<file path="src/rtl/bsg_div_iterative_nr.sv">
// Iterative non-restoring integer divider, signed or unsigned, retiring
// bits_per_iter_p quotient bits per cycle behind a ready/valid-in, valid/yumi-out handshake.
module bsg_div_iterative_nr #(
  parameter int width_p         = 64,
  parameter int bits_per_iter_p = 1
) (
  input  logic               clk_i,
  input  logic               reset_n_i,
  output logic               ready_o,
  input  logic [width_p-1:0] dividend_i,
  input  logic [width_p-1:0] divisor_i,
  input  logic               signed_i,
  input  logic               v_i,
  output logic [width_p-1:0] quotient_o,
  output logic [width_p-1:0] remainder_o,
  output logic               dbz_o,
  output logic               v_o,
  input  logic               yumi_i
);

  localparam int iters_lp = width_p / bits_per_iter_p;
  localparam int cnt_w_lp = (iters_lp > 1) ? $clog2(iters_lp) : 1;
  localparam logic [cnt_w_lp-1:0] last_cnt_lp = cnt_w_lp'(iters_lp - 1);

  typedef enum logic [2:0] {eIdle, ePre, eCal, eFix, eDone} state_e;

  state_e state_r, state_n;

  logic [width_p-1:0]  dvd_raw_r, dvs_raw_r;
  logic                signed_r;
  logic [width_p-1:0]  dvs_r, quo_r;
  logic [width_p:0]    rem_r;
  logic                sign_q_r, sign_r_r, dbz_r;
  logic [cnt_w_lp-1:0] cnt_r;

  logic                dvd_neg, dvs_neg;
  logic [width_p-1:0]  dvd_mag, dvs_mag;
  logic [width_p:0]    rem_step;
  logic [width_p-1:0]  quo_step;
  logic [width_p-1:0]  rem_lo, rem_fix, quo_fix;

  always_ff @(posedge clk_i or negedge reset_n_i) begin
    if (!reset_n_i) state_r <= eIdle;
    else            state_r <= state_n;
  end

  always_comb begin
    state_n = state_r;
    ready_o = 1'b0;
    v_o     = 1'b0;
    case (state_r)
      eIdle: begin
        ready_o = 1'b1;
        if (v_i) state_n = ePre;
      end
      ePre:  state_n = eCal;
      eCal:  if (cnt_r == last_cnt_lp) state_n = eFix;
      eFix:  state_n = eDone;
      eDone: begin
        v_o = 1'b1;
        if (yumi_i) state_n = eIdle;
      end
      default: state_n = eIdle;
    endcase
  end

  // Partial remainder is kept one bit wider than the operands; intermediate
  // wrap-around is harmless because every post-step value fits in (-dvs, dvs).
  always_comb begin
    dvd_neg  = signed_r & dvd_raw_r[width_p-1];
    dvs_neg  = signed_r & dvs_raw_r[width_p-1];
    dvd_mag  = dvd_neg ? -dvd_raw_r : dvd_raw_r;
    dvs_mag  = dvs_neg ? -dvs_raw_r : dvs_raw_r;
    rem_step = rem_r;
    quo_step = quo_r;
    for (int i = 0; i < bits_per_iter_p; i++) begin
      rem_step = rem_step[width_p]
               ? {rem_step[width_p-1:0], quo_step[width_p-1]} + {1'b0, dvs_r}
               : {rem_step[width_p-1:0], quo_step[width_p-1]} - {1'b0, dvs_r};
      quo_step = {quo_step[width_p-2:0], ~rem_step[width_p]};
    end
    rem_lo  = rem_r[width_p] ? rem_r[width_p-1:0] + dvs_r : rem_r[width_p-1:0];
    rem_fix = sign_r_r ? -rem_lo : rem_lo;
    quo_fix = sign_q_r ? -quo_r : quo_r;
  end

  always_ff @(posedge clk_i or negedge reset_n_i) begin
    if (!reset_n_i) begin
      dvd_raw_r   <= '0;
      dvs_raw_r   <= '0;
      signed_r    <= 1'b0;
      dvs_r       <= '0;
      quo_r       <= '0;
      rem_r       <= '0;
      sign_q_r    <= 1'b0;
      sign_r_r    <= 1'b0;
      dbz_r       <= 1'b0;
      cnt_r       <= '0;
      quotient_o  <= '0;
      remainder_o <= '0;
      dbz_o       <= 1'b0;
    end else begin
      case (state_r)
        eIdle: if (v_i) begin
          dvd_raw_r <= dividend_i;
          dvs_raw_r <= divisor_i;
          signed_r  <= signed_i;
        end
        ePre: begin
          quo_r    <= dvd_mag;
          dvs_r    <= dvs_mag;
          rem_r    <= '0;
          sign_q_r <= dvd_neg ^ dvs_neg;
          sign_r_r <= dvd_neg;
          dbz_r    <= (dvs_raw_r == '0);
          cnt_r    <= '0;
        end
        eCal: begin
          rem_r <= rem_step;
          quo_r <= quo_step;
          cnt_r <= cnt_r + cnt_w_lp'(1);
        end
        eFix: begin
          // Divide-by-zero follows RISC-V: all-ones quotient, dividend as remainder.
          if (dbz_r) begin
            quotient_o  <= '1;
            remainder_o <= dvd_raw_r;
            dbz_o       <= 1'b1;
          end else begin
            quotient_o  <= quo_fix;
            remainder_o <= rem_fix;
            dbz_o       <= 1'b0;
          end
        end
        default: ;
      endcase
    end
  end

  yumi_needs_valid: assert property (@(posedge clk_i) disable iff (!reset_n_i) yumi_i |-> v_o);

endmodule
</file>
<file path="config.mk">
export PLATFORM = sky130hd
export DESIGN_NAME = bsg_div_iterative_nr
export DESIGN_NICKNAME = d
export VERILOG_FILES = /design/src/rtl/bsg_div_iterative_nr.sv
export SDC_FILE = /design/constraint.sdc
export NUM_CORES = 1
export LEC_CHECK = 0
export ABC_AREA = 1
export CAP_MARGIN = 15
export CORE_ASPECT_RATIO = 1.4
export CORE_MARGIN = 10
export CORE_UTILIZATION = 55
export DETAILED_ROUTE_END_ITERATION = 10
export PLACE_DENSITY_LB_ADDON = 0.08
export SLEW_MARGIN = 0
export SYNTH_ARGS = -nofsm -noshare
export SYNTH_HDL_FRONTEND = slang
export SYNTH_SLANG_ARGS = --single-unit
</file>
<file path="constraint.sdc">
create_clock -name clk_i -period 4.22 [get_ports clk_i]
set_input_delay 0.633 -clock clk_i [delete_from_list [all_inputs] [get_ports clk_i]]
set_output_delay 0.633 -clock clk_i [all_outputs]
set_load 0.05 [all_outputs]
</file>
* Yosys cells after proc, flatten, opt, wreduce, memory -nomap -nowiden
Cells that the tools add are included.
** Cells by class
- Muxes and demuxes :: 18
- Bitwise logic cells :: 4
- Add/subtract/negate cells :: 8
- Eq/ne operators :: 8
- Reduce and logical (&&, ||, !) cells :: 5
** Operators by type and width (number)
- $mux 64 :: 7
- $neg 64->64 :: 4
- $pmux 65 s2 :: 1
- $pmux 64 s2 :: 1
- $add 65x64->65 :: 1
- $mux 65 :: 1
- $sub 65x64->65 :: 1
- $add 64x64->64 :: 1
- $logic_not 64->1 :: 1
- $pmux 3 s5 :: 1
- $pmux 6 s2 :: 1
- $mux 3 :: 3
- $add 6x1->6 const B :: 1
- $eq 3x2->1 const B :: 2
- $eq 6x6->1 const B :: 1
- $ne 2x2->1 const B :: 3
- $eq 3x1->1 const B :: 1
- $eq 3x3->1 const B :: 1
- $logic_not 3->1 :: 1
- $mux 1 :: 3
- $reduce_and 3->1 :: 1
- $and 1x1->1 :: 2
- $reduce_and 2->1 :: 1
- $reduce_bool 2->1 :: 1
- other kinds (2) :: 2
** Word-level totals
- Flip-flop bits (word level) :: 463

* Longest topological paths before layout
- Depth after elaboration :: 5
- Mapped depth :: 29
- Gate-level depth less buffers :: 29

* Worst setup path after synthesis
OpenSTA, ideal clock, no wires.
- Path type :: register -> register
- Start point :: register dvs_r[1]
- End point :: register rem_r[64]
- Stages on the path, launching flop included :: 28
- Arrival time :: 3953 ps
- Path slack :: 130 ps
- Setup time :: 136 ps
- Period minus slack after synthesis :: 4090 ps
- Required time :: 4084 ps
- Cells stage by stage :: dfrtp_1 > inv_1 > ha_1 > nand3_1 > nor3_2 > nand2_1 > nor3_2 > inv_2 > nor2_2 > nand4_1 > inv_1 > nand2_1 > nor2_1 > nand4_1 > o21ai_2 > o21ai_0 > xor2_1 > ha_1 > nand2_1 > nor3_1 > inv_1 > nor2_1 > a2111oi_0 > o221ai_1 > a21o_1 > or2_2 > nand2_1 > o21ai_0
** On the way
- Longest elaborated chain between the ends :: 3
- Elaborated cells on any way between the ends :: 4
- Classes of those cells :: 2 x add/sub; 2 x mux
** RTL lines
- start, declared :: RTL line 31 : logic [width_p-1:0] dvs_r, quo_r;
- start signal, assigned :: RTL line 111 : dvs_r <= dvs_mag;
- $sub 65x64->65 / $add 65x64->65 (equally long branches) :: RTL line 79, 78
- $mux 65 * :: RTL line 78 : ? {rem_step[width_p-1:0], quo_step[width_p-1]} + {1'b0, dvs_r}
- $pmux 65 s2 * :: RTL line 103 : case (state_r)
- end signal, assigned :: RTL line 119 : rem_r <= rem_step;
- end, declared :: RTL line 32 : logic [width_p:0] rem_r;
Every way passes the cells marked *; elsewhere a longest branch is shown, timed or not.
A chain may end at the register's enable or synchronous reset.

* Worst setup path after layout
- Start point :: register dvs_r[0]
- End point :: register rem_r[61]
Same word-level chain as after synthesis.

==> flow_summary_export.csv <==
group,metric,value,unit
status,status,"complete, but fails checks",
status,violations,"negative setup slack",
synthesis,syn_nets,6097,
clocking,clkLatencyLatePin,0.64,ns
timing,finalSetupViolCount,36,
cells_and_area,fin_area,48700,µm²
synthesis,syn_area,37900,µm²
clocking,cts_root_buffer,"clkbuf_16",
critical_path,cp_max_fo,3,
synthesis,avgSynthCellArea,6.50,µm²
timing,grt_setup_unrepaired,"true",
placed_design,hpwl,132,mm
cells_and_area,instances_no_fill,7453,
synthesis,ys_types,64,
die,die_y,330,µm
cells_and_area,final_net_count,6760,
global_routing,first_global_vias,41700,
critical_path,reg2reg_slack,-0.50,ns
global_routing,grt_max_degree,95,
cells_and_area,drive_above_1_share,0.170,
synthesis,syn_inst,5829,
critical_path,cp-end-kind,"flop",
critical_path,r2r_start,"dvs_r[0]",
detailed_routing,dr.pass1.iters,6,
die,ios,264,
cells_and_area,final_common_cell,"nand2_1",
detailed_routing,via_per_inst,5.89,
global_routing,grt_antenna_before_repair,10,
die,initial_utilization,0.557,
timing,slew_viol_final,0,
die,coreArea,68000,µm²
detailed_routing,antenna_left,0,
detailed_routing,avgRoutedWirePerCell,23.0,µm
detailed_routing,vias,43900,
clocking,clk_pin_slew,0.07,ns
clocking,clockBufferDepth,3,
timing,period_minus_slack,4.72,ns
placed_design,place_inst,7277,
placed_design,placed_area,44400,µm²
placed_design,gp_congestion,1.11,
global_routing,grt_pass1_wl,248,mm
die,die_area,79900,µm²
clocking,cts_hold_buf,0,
critical_path,crit_slowest_cell,"dfrtp_1",
cells_and_area,layout_common_cells,"1,501 x nand2_1, 844 x inv_1, 591 x nor2_1",
timing,relSlewSlack,0.146,
synthesis,synth_ff_type,"dfrtp_1",
timing,finalClockSkew,0.0362,ns
clocking,cts_tree,"built",
die,num_rows,113,
placed_design,port_buffers,263,
detailed_routing,drc,0,
synthesis,synth_edf_count,0,
timing,worst_pin_slew,1.28,ns
die,dieWidth,242,µm
critical_path,reg2reg_to,"rem_r[61]",
detailed_routing,drt_iter0_drc,4610,
clocking,cts_made_buffers,49,
timing,hold_viol,0,
timing,hold_ws,0.0757,ns
detailed_routing,drt-total-wl,171,mm
critical_path,slowest_delay,0.39,ns
critical_path,crit_arrival,5.28,ns
synthesis,ys_warn_count,0,
timing,timing.final.crit_share,1.12,
placed_design,place_ws,-0.796,ns
timing,fin_ws,-0.497,ns
critical_path,crit_start,"dvs_r[0]",
critical_path,cp-start-kind,"flop",
synthesis,yosysSeqAreaShare,0.306,
critical_path,worst-setup-path-type,"reg -> reg",
synthesis,async_flop_share,1.00,
synthesis,ys_ff_latch,463,
cells_and_area,syn2layout_area_growth,28.6,%
global_routing,track_usage,0.404,
clocking,htree_levels,2,
timing,clock.fmax,212,MHz
hold_path,hold_path_class,"in -> async",
global_routing,grt-ovfl-total,0,
clocking,numClockSinks,463,
critical_path,worstRegToRegCells,31,
job,drv_cap,0,
critical_path,crit_end,"rem_r[61]",
critical_path,cp.required,4.78,ns
## layout make-up
class	instances	area, µm²
tap	920	1150
clock buffer	71	1450
inverter	907	3420
sequential	463	11600
clock inverter	17	268
fill	5601	19300
antenna	4	10.0
timing repair buffer	781	6870
multi-input combinational	4290	23900
## state kept, by name, indices dropped and copies added, names as in the netlist
signal,count
quo_r,64
remainder_o,64
signed_r,1
state_r,3
sign_q_r,1
dvs_r,64
rem_r,65
dvs_raw_r,64
sign_r_r,1
dbz_r,1
dbz_o,1
cnt_r,6
dvd_raw_r,64
quotient_o,64
## worst max-delay path, delay by kind of cell, from the launching register on
kind	cells	cell delay, ns
adder cells (fa/ha/maj)	2	0.46
AND/OR/NAND/NOR	9	1.30
buffers and inverters	9	1.09
XOR/XNOR	1	0.21
AO/OA/AOI/OAI	10	1.19
flip-flops	1	0.39
## cell usage after synthesis (62+ instances only)
cell type	count	share of area
inv_1	894	0.089
nand2_1	1550	0.15
a21oi_1	338	0.045
dfrtp_1	463	0.31
o21ai_0	289	0.038
o221ai_1	69	0.016
nor4_1	62	0.010
clkbuf_1	123	0.012
ha_1	133	0.044
xor2_1	170	0.039
nor2_1	651	0.065
nor3_1	83	0.011
nand3_1	359	0.047
## kinds of logic (layout without fill, tap and decap cells)
| family | count (synthesis) | count (layout) | synth area share |
|---|---|---|---|
| compound gates | 971 | 971 | 0.149 |
| xor+xnor | 222 | 222 | 0.0514 |
| fa+ha+maj | 135 | 135 | 0.0450 |
| buf+inv | 1076 | 1776 | 0.108 |
| flops | 463 | 463 | 0.306 |
| mux | 39 | 39 | 0.0116 |
| other cells | 0 | 4 | 0 |
| simple gates | 2923 | 2923 | 0.329 |
## metrics by stage
stage                      util  setup TNS [ns]
after floorplan               -               0
after global placement    0.653          -12.93
after detailed placement  0.653          -14.56
after CTS                 0.696           -8.10
after global routing      0.716          -17.99
final                     0.716           -9.86
## repair_timing
action | in CTS | in global routing
buffers inserted | 51 | 42
resized for setup | 263 | 294
pin swaps | 77 | 117
endpoints found under the setup margin | 35 | 63
hold endpoints to repair | 0 | 0
## metal layers
layer / vias up / track usage / routed length [µm]
li1: 20200 / - / -
met1: 20500 / 0.432 / 58400
met2: 2426 / 0.682 / 80000
met3: 780 / 0.0693 / 14100
met4: 10 / 0.365 / 18700
met5: - / 0 / 66
## worst min-delay path by stage
stage / startpoint / end
after floorplan: reset_n_i / cnt_r[0]
final: reset_n_i / dbz_o
after CTS: reset_n_i / dbz_o
after global routing: reset_n_i / dbz_o
after detailed placement: cnt_r[4] / cnt_r[4]
after global placement: cnt_r[4] / cnt_r[4]
Power is not shown: default switching activity piles up to over one toggle a cycle in this logic, so the estimate is an artifact.
